--- config.mk ---
export PLATFORM = sky130hd
export DESIGN_NAME = led_frame_receiver
export DESIGN_NICKNAME = d
export VERILOG_FILES = /design/src/rtl/led_frame_receiver.sv
export SDC_FILE = /design/constraint.sdc
export NUM_CORES = 1
export LEC_CHECK = 0
export CORE_MARGIN = 2
export CORE_UTILIZATION = 54
export CTS_BUF_LIST = sky130_fd_sc_hd__clkbuf_4 sky130_fd_sc_hd__clkbuf_8
export DETAILED_ROUTE_END_ITERATION = 8
export PLACE_DENSITY = 0.78
export REMOVE_ABC_BUFFERS = 1
export SLEW_MARGIN = 20
export SYNTH_ARGS = -nofsm -noshare
export SYNTH_HDL_FRONTEND = slang
export SYNTH_SLANG_ARGS = --single-unit
--- constraint.sdc ---
create_clock -name clk -period 2.3 [get_ports clk]
set_input_delay 0.46 -clock clk [delete_from_list [all_inputs] [get_ports clk]]
set_output_delay 0.46 -clock clk [all_outputs]
set_load 0.05 [all_outputs]
--- src/rtl/led_frame_receiver.sv ---
// Serial-in/parallel-out receiver for the LED shift link: deserialises WIDTH bits
// framed by start/str, latches complete frames to led_out and flags framing errors.
module led_frame_receiver #(
  parameter int WIDTH     = 16,
  parameter bit MSB_FIRST = 1'b1
) (
  input  logic             clk,
  input  logic             rst,
  input  logic             sdi,
  input  logic             start,
  input  logic             str,
  output logic [WIDTH-1:0] led_out,
  output logic             frame_valid,
  output logic             frame_err,
  output logic             busy,
  output logic [7:0]       err_cnt
);

  localparam int IDX_W = $clog2(WIDTH);
  localparam logic [IDX_W-1:0] LAST = IDX_W'(WIDTH - 1);

  typedef enum logic {IDLE, SHIFT} state_t;

  state_t           state;
  logic [IDX_W-1:0] idx;
  logic [WIDTH-1:0] sh;
  logic             err_evt;

  function automatic logic [WIDTH-1:0] shift_in(input logic [WIDTH-1:0] s, input logic b);
    if (MSB_FIRST) return {s[WIDTH-2:0], b};
    else           return {b, s[WIDTH-1:1]};
  endfunction

  // Framing violations: stray strobe in IDLE; resync, early strobe or missing strobe in SHIFT.
  always_comb begin
    err_evt = 1'b0;
    if (state == IDLE) err_evt = str && !start;
    else               err_evt = start || (str && (idx != LAST)) || (!str && (idx == LAST));
  end

  always_ff @(posedge clk or posedge rst) begin
    if (rst) begin
      state       <= IDLE;
      idx         <= '0;
      sh          <= '0;
      led_out     <= '0;
      frame_valid <= 1'b0;
      frame_err   <= 1'b0;
      busy        <= 1'b0;
      err_cnt     <= '0;
    end else begin
      frame_valid <= 1'b0;
      frame_err   <= err_evt;
      if (err_evt && (err_cnt != '1)) err_cnt <= err_cnt + 8'd1;

      case (state)
        IDLE: begin
          if (start) begin
            sh    <= shift_in('0, sdi);
            idx   <= IDX_W'(1);
            state <= SHIFT;
            busy  <= 1'b1;
          end
        end
        SHIFT: begin
          if (start) begin
            sh  <= shift_in('0, sdi);
            idx <= IDX_W'(1);
          end else if (str || (idx == LAST)) begin
            if (str && (idx == LAST)) begin
              led_out     <= shift_in(sh, sdi);
              frame_valid <= 1'b1;
            end
            sh    <= '0;
            idx   <= '0;
            state <= IDLE;
            busy  <= 1'b0;
          end else begin
            sh  <= shift_in(sh, sdi);
            idx <= idx + IDX_W'(1);
          end
        end
        default: begin
          state <= IDLE;
          busy  <= 1'b0;
        end
      endcase
    end
  end

endmodule
==> run summary <==
The flow ran to the end, and the final reports show no timing, DRC or antenna violations. After the first detailed-routing iteration, the DRC count stood at 51. STA classifies the critical path startpoint as a register. A synthesized cell averages 13.8 um2. The logs give 2 for the level count of the clock H-tree and 4030 um2 for the die footprint.

The number of sinks handled by clock tree synthesis was 47; the via-per-instance ratio was 5.63. The startpoint identified for the worst register-to-register timing path is idx[0]$_DFFE_PP0P_. The share of post-route cells with drive strength above 1 was 23.6%; the number of rows created at floorplan was 21. The critical path in this run is classified as reg -> out. In the final design database the tool counted 184 nets. Buffering stage count on the worst path with inverters included: 1.

The number of top-level pins came out at 32. Static timing analysis puts the maximum clock frequency at 471 MHz. The biggest area contributor in the post-synthesis netlist is sky130_fd_sc_hd__dfrtp_1.

Routability-driven placement finished with a final weighted congestion of 0.751. After filler insertion, the fill cell instance count of the layout stands at 264. The tools report the headroom to the max-slew limit as 53.4%.

After layout, the worst setup slack is 0.179 ns. The core area was 3360 um2; the number of unique standard cell types used by synthesis was 29. The tools report the initial antenna violation count as 0. Setup repair after global routing left no endpoint under its margin.

For this run, the detailed router's first-pass iteration total came to 4. STA puts the critical path data required time at 1.84 ns. The tools report the worst supply voltage drop on vdd as 0.975 mV. Setup slack on the worst flop-to-flop path: 0.23 ns. The nature of the critical path endpoint was a primary output. The area occupied by multi-input gates was 698 um2. TritonCTS built the clock tree. After legalization and detailed placement, the total HPWL measured 2360 um. The endpoint identified for the worst register-to-register timing path is err_cnt[7]$_DFFE_PP0P_. The floorplan step set the die height to 63.5 um. For this run, asynchronously set or reset flops after synthesis account for 100%. Of all nets on the critical path, the largest fanout is 6. Summed over all nets, the switching power comes to 744 uW. On the critical path the largest part of the delay comes from buffers and inverters. Setup violations remaining at the end of the flow were counted as 0. The critical path goes through clkdlybuf4s50_1. The remaining routing DRC violations is 0. The internal power of the cells totals 1.31 mW. The critical path starts at err_cnt[2]$_DFFE_PP0P_. The max-slew violation count was 0. The floorplan step set the die width to 63.5 um.

The worst hold path cell count is 1. Hold is met by 0.520 ns. The number of enable-type register cells in the synthesized netlist is 0, and the time the final worst path needs with I/O delays and setup is 2.12 ns. For the number of hold violations in the final report, the log shows 0.

Fraction of post-synthesis cell area in the top cell type by area: 61.6%. After routing, the total negative slack on setup checks comes to 0 ns. Summing every instance area after synthesis gives 1910 um2.

The number of warnings issued by yosys was 0; the maximum single-stage delay on the critical path was 0.85 ns. Number of global-route vias before repair: 1294. At the placement stage, the worst setup path has a slack of -0.167 ns.

The clock network power share came out at 20.7%. The post-CTS setup buffer count was 0; the total via count after detailed routing was 1261. For the number of violations of the max-capacitance limit, the log shows 0. The cell count after synthesis was 138; the number of antenna-violating nets in the routed design was 0. The number of buffers inserted by port buffering is 31, and the overall global routing resource usage is 19.2%. At the pin with the least slew margin, the transition time is 0.698 ns. Power per cell area: 865 nW/um2. Dominant synthesized flop cell: sky130_fd_sc_hd__dfrtp_1. For the maximum root-to-sink buffer count, the log shows 2. In the finished design, the share of the clock period the worst path needs comes to 92.2%.

The clock transition at the register clock pins on the worst setup and hold paths after CTS came out at 0.13 ns. The total overflow left after global routing is 0. In this run the clock root is driven by a sky130_fd_sc_hd__clkbuf_4. Ranked by total cell area, the synthesized netlist is headed by sky130_fd_sc_hd__dfrtp_1, sky130_fd_sc_hd__mux2_2, sky130_fd_sc_hd__a22o_1.

The run gives 49.1% as the proportion of power drawn by flip-flops and latches. The number of gates resized after CTS was 0. Synthesis inferred 47 register bits. The worst-path cell with the longest stage delay is sky130_fd_sc_hd__clkdlybuf4s50_1. After detailed routing, the average wire length per cell comes to 15.3 um. The run gives 48 as the maximum number of pins on one net before global-route repair.

In this run switching power makes up 36.3% of total power. The logs give 1.09 nW for the leakage power figure and 0 for the number of buffers added to fix hold violations after cts. Type of the worst min-delay path: reg -> reg. The first global-routing pass estimated 5860 um of wire. Worst-case hold path end point: led_out[4]$_DFFE_PP0P_. The run gives 0 as the number of antenna diodes. For this configuration, the core starts out at a cell density of 56.8%. Wires add up to 3440 um. The combinational share of power came out at 30.1%. For the worst setup path, the data arrival time is 1.66 ns. Between clock sinks in the finished design, the worst skew comes to 0.00339 ns. The sequential share of the synthesized area was 61.6%; the number of cells traversed by the worst register-to-register path was 6. The number of clock buffers added by TritonCTS is 5. Critical hold path startpoint: led_out[4]$_DFFE_PP0P_. At the later pin of the worst-skew pair, clock insertion delay measures 0.35 ns. Registers take 1180 um2. The signed area change from the synthesized netlist to the final layout is 24.1%.
## worst register-to-register path: cells and delay by family, from the launching register on
| family | cells | cell delay (ns) |
|---|---|---|
| and+or+nand+nor | 3 | 0.53 |
| muxes | 1 | 0.36 |
| adders and majority gates | 1 | 0.26 |
| AOI/OAI and AO/OA | 1 | 0.38 |
| DFF | 1 | 0.44 |
## cell usage after synthesis, types with 2 or more instances
master                     instances
sky130_fd_sc_hd__nand2_1           5
sky130_fd_sc_hd__nor4b_2           2
sky130_fd_sc_hd__nand4_1           2
sky130_fd_sc_hd__a22o_1           17
sky130_fd_sc_hd__nand2b_1          3
sky130_fd_sc_hd__a21oi_1           2
sky130_fd_sc_hd__nor3_1            2
sky130_fd_sc_hd__inv_1             4
sky130_fd_sc_hd__ha_1              2
sky130_fd_sc_hd__a31oi_1           2
sky130_fd_sc_hd__xor2_1            2
sky130_fd_sc_hd__nand3_1           4
sky130_fd_sc_hd__mux2_2           21
sky130_fd_sc_hd__nor2_1            5
sky130_fd_sc_hd__clkbuf_1          2
sky130_fd_sc_hd__o21ai_0           4
sky130_fd_sc_hd__dfrtp_1          47
## per-layer routing
metal  GRT usage [%]  up-vias  wire length, um
li1                -      582                -
met5               0        -                0
met4            8.42        0               55
met1            24.6      646             1560
met3            6.43        4              114
met2            29.7       29             1710
## logic make-up (layout without fill, tap and decap cells)
kind of cell               Yosys count  in the layout  share of synthesized area (%)
DFF                                 47             47                           61.6
and+or+nand+nor                     28             28                           9.23
AOI/OAI and AO/OA                   27             27                           11.6
muxes                               22             22                           12.9
buffers and inverters                9             49                           2.03
xor gates and xnor gates             3              3                           1.38
adders and majority gates            2              2                           1.31
## flip-flops by register name, indices dropped and copies added (netlist names)
signal,flops
state,1
busy,1
err_cnt,8
sh,15
frame_err,1
frame_valid,1
led_out,16
idx,4
## cells in the final DEF (no fill, tap or decap), types with 3 or more instances in the layout
master / count
sky130_fd_sc_hd__mux2_2: 21
sky130_fd_sc_hd__nor2_1: 4
sky130_fd_sc_hd__nand2_1: 5
sky130_fd_sc_hd__nand3_1: 4
sky130_fd_sc_hd__o21ai_0: 4
sky130_fd_sc_hd__a22o_1: 17
sky130_fd_sc_hd__clkbuf_4: 5
sky130_fd_sc_hd__nand2b_1: 3
sky130_fd_sc_hd__buf_4: 5
sky130_fd_sc_hd__dfrtp_1: 47
sky130_fd_sc_hd__inv_1: 3
sky130_fd_sc_hd__clkdlybuf4s50_1: 31
## per-stage QoR
| stage | power (mW) | instances | instance area [um2] | utilization (%) |
|---|---|---|---|---|
| finish | 2.05 | 224 | 2370 | 70.5 |
| global placement | 1.61 | 216 | 2300 | 68.3 |
| detailed placement | 1.63 | 216 | 2300 | 68.3 |
| global route | 2.16 | 224 | 2370 | 70.5 |
| CTS | 2.06 | 224 | 2370 | 70.4 |
| floorplan | 1.42 | 134 | 1890 | - |
## worst max path at each step
| stage | end | slack (ns) | depth (start not counted) |
|---|---|---|---|
| 3_3_place_gp | idx[2]$_DFFE_PP0P_ | -0.06 | 5 |
| 6_report | err_cnt[2] | 0.18 | 1 |
| 4_1_cts | err_cnt[4] | 0.18 | 1 |
| 2_1_floorplan | err_cnt[7]$_DFFE_PP0P_ | 0.29 | 6 |
| 5_1_grt | err_cnt[4] | 0.10 | 1 |
| 3_5_place_dp | idx[2]$_DFFE_PP0P_ | -0.17 | 5 |
## power by group through the flow
stage	registers (mW)	logic, mW	clock network (mW)
after floorplan	1.24	0.181	0
after global placement	1.01	0.605	0
after detailed placement	1.01	0.620	0
after CTS	1.00	0.622	0.439
after global routing	1.02	0.655	0.484
final	1.01	0.618	0.425
## area by class of cell
type                       instances  share of cell area [%]
clock inverter                     1                   0.317
sequential                        47                    49.6
clock buffer                       7                    2.74
inverter                           5                   0.792
timing repair buffer              36                    14.7
tap                               46                    2.43
multi-input combinational         82                    29.4
Note: power is estimated with default switching activity, not from simulation.
